### config.mk
export PLATFORM = sky130hd
export DESIGN_NAME = uart_tx_feeder
export DESIGN_NICKNAME = d
export VERILOG_FILES = /design/src/rtl/uart_tx_feeder.sv
export SDC_FILE = /design/constraint.sdc
export NUM_CORES = 1
export LEC_CHECK = 0
export BUFFER_PORTS_ARGS = -buffer_cell sky130_fd_sc_hd__buf_2
export CORE_MARGIN = 4
export CORE_UTILIZATION = 32
export DETAILED_ROUTE_END_ITERATION = 8
export GPL_TIMING_DRIVEN = 1
export PLACE_DENSITY = 0.54
export SLEW_MARGIN = 40
export SYNTH_ARGS = -nofsm -noshare
export SYNTH_HDL_FRONTEND = slang
export SYNTH_SLANG_ARGS = --single-unit
### constraint.sdc
create_clock -name clk -period 2.7 [get_ports clk]
set_input_delay 0 -clock clk [delete_from_list [all_inputs] [get_ports clk]]
set_output_delay 0 -clock clk [all_outputs]
set_load 0.02 [all_outputs]
### src/rtl/uart_tx_feeder.sv
// Transmit FIFO and launcher feeding uart_tx: one tx_en pulse per byte, next
// byte only after tx_done. Provides fill level, sticky overflow and threshold irq.
module uart_tx_feeder #(
    parameter  int unsigned DEPTH  = 16,
    parameter  int unsigned THRESH = 4,
    localparam int unsigned CW     = $clog2(DEPTH) + 1
) (
    input  logic          clk,
    input  logic          arst_n,
    input  logic          wr_en,
    input  logic [7:0]    wr_data,
    input  logic          tx_enable,
    input  logic          flush,
    input  logic          ovf_clr,
    input  logic          tx_busy,
    input  logic          tx_done,
    output logic          tx_en,
    output logic [7:0]    tx_data_out,
    output logic          full,
    output logic          empty,
    output logic [CW-1:0] count,
    output logic          overflow,
    output logic          tx_irq
);
    localparam int unsigned AW = $clog2(DEPTH);

    localparam logic [1:0] S_IDLE      = 2'd0;
    localparam logic [1:0] S_LAUNCH    = 2'd1;
    localparam logic [1:0] S_WAIT_DONE = 2'd2;

    logic [7:0]    mem_q [DEPTH];
    logic [AW-1:0] wr_ptr_q, wr_ptr_d;
    logic [AW-1:0] rd_ptr_q, rd_ptr_d;
    logic [CW-1:0] count_q, count_d;
    logic [1:0]    state_q, state_d;
    logic          tx_en_q, tx_en_d;
    logic [7:0]    tx_data_q, tx_data_d;
    logic          ovf_q, ovf_d;
    logic          wr_accept, wr_drop, pop;

    assign full   = (count_q == CW'(DEPTH));
    assign empty  = (count_q == '0);
    assign tx_irq = (32'(count_q) <= THRESH);

    assign wr_accept = wr_en && !full && !flush;
    assign wr_drop   = wr_en && full && !flush;
    assign pop       = (state_q == S_IDLE) && tx_enable && !empty && !tx_busy && !flush;

    always_comb begin
        state_d = state_q;
        case (state_q)
            S_IDLE:      if (pop) state_d = S_LAUNCH;
            S_LAUNCH:    state_d = S_WAIT_DONE;
            S_WAIT_DONE: if (tx_done) state_d = S_IDLE;
            default:     state_d = S_IDLE;
        endcase
    end

    always_comb begin
        wr_ptr_d = wr_ptr_q;
        rd_ptr_d = rd_ptr_q;
        count_d  = count_q;
        if (flush) begin
            wr_ptr_d = '0;
            rd_ptr_d = '0;
            count_d  = '0;
        end else begin
            if (wr_accept) wr_ptr_d = wr_ptr_q + 1'b1;
            if (pop)       rd_ptr_d = rd_ptr_q + 1'b1;
            if (wr_accept && !pop)      count_d = count_q + 1'b1;
            else if (!wr_accept && pop) count_d = count_q - 1'b1;
        end
    end

    // tx_en is registered from the pop decision, so it is high exactly in LAUNCH.
    always_comb begin
        tx_en_d   = pop;
        tx_data_d = pop ? mem_q[rd_ptr_q] : tx_data_q;
        ovf_d     = ovf_q;
        if (wr_drop)      ovf_d = 1'b1;
        else if (ovf_clr) ovf_d = 1'b0;
    end

    always_ff @(posedge clk) begin
        if (wr_accept) mem_q[wr_ptr_q] <= wr_data;
    end

    always_ff @(posedge clk or negedge arst_n) begin
        if (!arst_n) begin
            wr_ptr_q  <= '0;
            rd_ptr_q  <= '0;
            count_q   <= '0;
            state_q   <= S_IDLE;
            tx_en_q   <= 1'b0;
            tx_data_q <= '0;
            ovf_q     <= 1'b0;
        end else begin
            wr_ptr_q  <= wr_ptr_d;
            rd_ptr_q  <= rd_ptr_d;
            count_q   <= count_d;
            state_q   <= state_d;
            tx_en_q   <= tx_en_d;
            tx_data_q <= tx_data_d;
            ovf_q     <= ovf_d;
        end
    end

    assign tx_en       = tx_en_q;
    assign tx_data_out = tx_data_q;
    assign count       = count_q;
    assign overflow    = ovf_q;

endmodule

==> reports/summary.txt, run 1 <==
Outcome - finished clean
Achievable Freq - 399 MHz
Design Area, Final - 7590 sq um
Setup violations, final - 0
H-tree Lvls - 4
Layout cell share with drive strength beyond 1 - 0.314
Synth Area in Adders - 0.0212
R2R Setup Slk - 0.20 ns
Largest net degree at the start of global routing - 36
Logic pwr share - 0.196
Hold Vio Cnt, Final - 0
Clock Latency Late Sink - 0.42 ns
RSZ-0062 raised after global routing - false
Compound-Gate Fraction of Synth Area - 0.0499
Post-route DRC - 0
Hold slack final - 0.0177 ns
Top cells by area, synth - edfxtp_1 61%, mux4_2 11%, dfrtp_1 10%, mux2i_1 2.2%, ha_1 1.8%
Peak VDD IR - 0.388 mV
Filler cells - 1,727
Yosys cell types - 43
Part of the power in registers - 0.431
Initial cell density of the core - 0.331
Router iterations before antenna repair - 4
Period utilisation layout - 0.928
#FFs+latches synth - 153
Reg area - 4470 sq um
Setup CP Type - register to register
Initial antenna violation count - 0
YS warnings - 0
Crit path DAT - 2.82 ns
Drt wl/cell - 19.3 um
Tmin final - 2.50 ns
Final ANT Viol Nets - 0
PD cells - 852 nW/um^2
Worst-Margin Slew - 0.845 ns
Setup Fix Bufs, Post-CTS - 0
Post-Route Utilization - 0.400
Pleak - 2.63 nW
# IOs - 34
Post-Syn Nets - 369
GRT Residual Overflow - 0
CP startpoint kind - register
Rel. slew slack - 0.434
First-pass GRT wire length - 20,600 um
Core Footprint - 19,000 sq um
Post-synthesis sequential area ratio - 0.713
Total Wirelength - 13,100 um
Total Die Area - 21,900 sq um
Routability Congestion - 0.747
Sw power - 1.77 mW
CTS Root Cell - clkbuf_16
ANT cells - 0
CTS clock-pin slew for the worst setup and hold paths - 0.06 ns
Synthesized cell area - 6270 sq um
Final nets - 430
Chip width - 148 um
Mapped Cells - 343
Area share of and/or/nand/nor cells after synthesis - 0.0425
P_int - 4.70 mW
Port buffer count - 33
Main flop type after synthesis - edfxtp_1
CTS tree - done
Number of DRC markers in iteration 0 - 251
Total CTS buffers - 17
Site row count - 50
Top cell type's share of synthesized area - 0.613
CTS Sinks - 153
Vias - 3,262
Total Negative Setup Slacks - 0 ns
Number of global-route vias before repair - 3,443
Clock share of power - 0.373
Post-synth EDFFs - 128
All-Layer GR Usage - 0.127
Final HPWL DP - 8370 um
Multi-input gate area - 1740 sq um
Mux cell area share after synthesis - 0.142
Final Max Tran Viols - 0
Die Ht - 148 um
Main combinational cell family by area after synthesis - multiplexers
Max FO, Critical Path - 8
Vias per inst - 4.82
Area grow syn2layout - 21.1%
Avg Cell Area, Syn - 18.3 sq um
Hold-fix buffers, CTS - 11
Placed cell area - 6870 sq um
Net Sw Frac - 0.274
Xor and xnor area share after synthesis - 0.0142
Hold crit path type - primary input to register
Number of max-cap violations - 0
CTS resizes - 0
Synth area leader - edfxtp_1
Crit. End Element - register
Req. time, crit path - 3.02 ns
Bufs on Longest Clock Path - 2
Clk_skew - 0.00916 ns
Asr flop ratio synth - 0.163
[layer usage]
layer  wire length, um  GRT usage  vias up
met5                 0          0        -
met4                70     0.0305        0
met3               645     0.0399        7
met2              6130      0.192       74
met1              6240      0.182     1700
li1                  -          -     1481
[cells in the mapped netlist, types with 2 or more instances]
cell,count
and3_1,3
a211oi_1,9
nand2b_1,4
mux4_2,32
o22ai_1,8
nand2_1,11
o211ai_1,3
dfrtp_1,25
buf_1,2
xnor2_1,2
a21oi_1,5
nand3_1,3
inv_1,7
mux2i_1,14
nor2_1,24
buf_2,5
ha_1,9
a21o_1,8
xor2_1,5
clkbuf_1,10
edfxtp_1,128
nor3_1,5
[state kept, by name, summed over array words and instances, names as in the netlist]
register / flops
mem_q: 128
state_q: 2
overflow: 1
tx_data_out: 8
tx_en: 1
rd_ptr_q: 4
count: 5
wr_ptr_q: 4
[critical path, stage by stage, from the launching register on]
cell and delay, ns:
dfrtp_2 0.46, or4_4 0.61, o21ai_4 0.21, nand2_4 0.11, ha_4 0.31, nand3_2 0.08
and2_4 0.17, a2111o_1 0.38, o311ai_1 0.09
[final timing paths]
| check | cells past startpoint | start | to |
|---|---|---|---|
| max in group asynchronous | 2 | arst_n | rd_ptr_q[1] |
| min in group asynchronous | 2 | arst_n | count[3] |
| setup / recovery | 8 | count[1] | count[4] |
| hold / removal | 1 | wr_data[4] | mem_q[6][4] |
| setup reg to reg | 8 | count[1] | count[4] |
| hold reg to reg | 1 | tx_data_out[7] | tx_data_out[7] |
[logic make-up (layout without fill, tap and decap cells)]
| group | count (synthesis) | after routing |
|---|---|---|
| AOI/OAI and AO/OA | 42 | 42 |
| DFF | 153 | 153 |
| and+or+nand+nor | 56 | 56 |
| muxes | 48 | 48 |
| adders and majority gates | 10 | 10 |
| xor gates and xnor gates | 8 | 8 |
| buffers and inverters | 26 | 100 |
[through the flow]
step / total power [mW] / cells / setup slack, ns
detailed placement: 4.11 / 634 / 0.218
global placement: 4.08 / 634 / 0.254
global route: 6.79 / 677 / 0.0486
CTS: 6.54 / 677 / 0.187
floorplan: 3.69 / 343 / 0.00235
finish: 6.47 / 677 / 0.195
[cell usage in the layout (no fill, tap or decap), types with 4 or more instances in the layout]
cell,n
a211oi_1,9
inv_1,7
dfrtp_1,22
edfxtp_1,128
ha_1,7
nand2b_1,4
nor3_1,5
a21oi_1,5
clkbuf_16,17
nor2_1,20
dlygate4sd3_1,11
nor2_2,4
buf_4,14
xor2_1,5
mux4_2,32
nand2_1,10
o22ai_1,8
buf_2,33
mux2i_1,14
a21o_1,8
[power by group through the flow]
stage                     Combinational, mW  Clock (mW)  Sequential, mW
after detailed placement               1.27           0            2.84
after global placement                 1.25           0            2.83
final                                  1.27        2.42            2.79
after global routing                   1.41        2.58            2.80
after floorplan                       0.725           0            2.96
after CTS                              1.29        2.46            2.79
[layout make-up]
| type | instances | share of cell area |
|---|---|---|
| Sequential cell | 153 | 0.589 |
| Multi-Input combinational cell | 164 | 0.229 |
| Clock buffer | 19 | 0.0570 |
| Timing Repair Buffer | 60 | 0.0554 |
| Tap cell | 260 | 0.0429 |
| Clock inverter | 13 | 0.0224 |
| Inverter | 8 | 0.00396 |
No activity file was read; power rests on OpenSTA's default activity.
==> inputs of run 2 (changes only) <==
Settings changed: MAX_ROUTING_LAYER from default to met4.
==> run 2 against run 1 <==
Net effect: setup slack lost 0.0010 ns; sequential power barely moved; critical path depth unchanged; first-iteration DRC count shrank 24%; core utilization did not move; final cell count is the same; wire length rose by 0.43%; sequential share of layout area unchanged; hold slack got worse by 0.00088 ns; critical endpoint unchanged; largest cell class unchanged; largest power group unchanged.
==> reports/summary.txt, run 2 (synthesis gave the netlist of run 1 again) <==
Drt wl/cell - 19.4 um
Vias per inst - 4.82
Biggest register - mem_q
Max FO, Critical Path - 8
Rel. slew slack - 0.444
Post-Route Utilization - 0.400
Hold Vio Cnt, Final - 0
Hold crit path type - primary input to register
Post-route DRC - 0
Area grow syn2layout - 21.1%
CTS Sinks - 153
Final nets - 430
CP startpoint kind - register
Largest net degree at the start of global routing - 36
Final ANT Viol Nets - 0
Number of max-cap violations - 0
Peak VDD IR - 0.388 mV
Router iterations before antenna repair - 4
CTS clock-pin slew for the worst setup and hold paths - 0.06 ns
Period utilisation layout - 0.928
Clk_skew - 0.00733 ns
Crit path DAT - 2.83 ns
Site row count - 50
Crit. End Element - register
# IOs - 34
Routability Congestion - 0.759
Commonest non-fill, non-tap cell in the layout - edfxtp_1
Achievable Freq - 399 MHz
Worst-Margin Slew - 0.831 ns
Total Wirelength - 13,100 um
CTS tree - done
Outcome - finished clean
Total CTS buffers - 17
Bufs on Longest Clock Path - 2
Number of global-route vias before repair - 3,429
Chip width - 148 um
Setup violations, final - 0
Number of DRC markers in iteration 0 - 191
PD cells - 853 nW/um^2
Max reg flops - 128
Port buffer count - 33
Setup CP Type - register to register
Final Max Tran Viols - 0
RSZ-0062 raised after global routing - false
Initial antenna violation count - 0
First-pass GRT wire length - 20,600 um
Clock Latency Late Sink - 0.42 ns
Vias - 3,263
Layout cell share with drive strength beyond 1 - 0.314
GRT Residual Overflow - 0
Final HPWL DP - 8370 um
Initial cell density of the core - 0.331
All-Layer GR Usage - 0.131
Total Negative Setup Slacks - 0 ns
Total Die Area - 21,900 sq um
Req. time, crit path - 3.02 ns
Tmin final - 2.51 ns
Die Ht - 148 um
ANT cells - 0
Core Footprint - 19,000 sq um
CTS Root Cell - clkbuf_16
H-tree Lvls - 4
Pleak - 2.63 nW
Commonest non-fill, non-tap cells in the layout - 128 x edfxtp_1, 33 x buf_2, 32 x mux4_2
## run 2: final timing paths
path                                     start        endpoint  slack (ns)  cells past startpoint
worst min register to register  tx_data_out[7]  tx_data_out[7]        0.47                      1
worst max-delay path                  count[1]        count[4]        0.19                      8
worst min-delay path                wr_data[7]    mem_q[14][7]        0.02                      1
worst max register to register        count[1]        count[4]        0.19                      8
max in group asynchronous               arst_n     rd_ptr_q[1]        2.13                      2
min in group asynchronous               arst_n        count[3]        0.13                      2
## run 2: power breakdown
group | total (mW) | switching, mW | internal (mW)
Sequential | 2.79 | 0.0853 | 2.70
Clock | 2.43 | 0.960 | 1.47
Combinational | 1.27 | 0.735 | 0.533
## run 2: layer usage
layer	wire, um	part of all wire	GRT usage	up-vias
met5	0	0	-	-
met4	113	0.0086	0.0277	0
met3	677	0.052	0.0423	13
met2	6010	0.46	0.193	70
met1	6340	0.48	0.181	1698
li1	-	-	-	1482
## run 2: through the flow
| stage | instances | setup WS, ns | power (mW) | hold WS [ns] | area (sq um) |
|---|---|---|---|---|---|
| final | 677 | 0.194 | 6.48 | 0.0168 | 7590 |
| after global routing | 677 | 0.0485 | 6.79 | 0.00170 | 7590 |
| after CTS | 677 | 0.187 | 6.54 | 0.00818 | 7580 |
| after detailed placement | 634 | 0.218 | 4.11 | 0.0520 | 6870 |
| after global placement | 634 | 0.254 | 4.08 | 0.0338 | 6870 |
| after floorplan | 343 | 0.00235 | 3.69 | -0.296 | 6310 |
## run 2: timing repair
item | CTS | global route
resized for setup | 0 | 0
hold buffers | 11 | 0
buffers inserted | 0 | 0
hold endpoints to repair | 131 | 0
## run 2: worst max-delay path, stage by stage, from the launching register on
cell and delay (ns):
dfrtp_2 0.46, or4_4 0.61, o21ai_4 0.21, nand2_4 0.11, ha_4 0.31, nand3_2 0.08
and2_4 0.17, a2111o_1 0.38, o311ai_1 0.09
## run 2: cell type report
class                           count  area [sq um]
Multi-Input combinational cell    164          1740
Sequential cell                   153          4470
Clock inverter                     13           170
Timing Repair Buffer               60           420
Fill cell                        1727         11400
Tap cell                          260           325
Inverter                            8          30.0
Clock buffer                       19           433
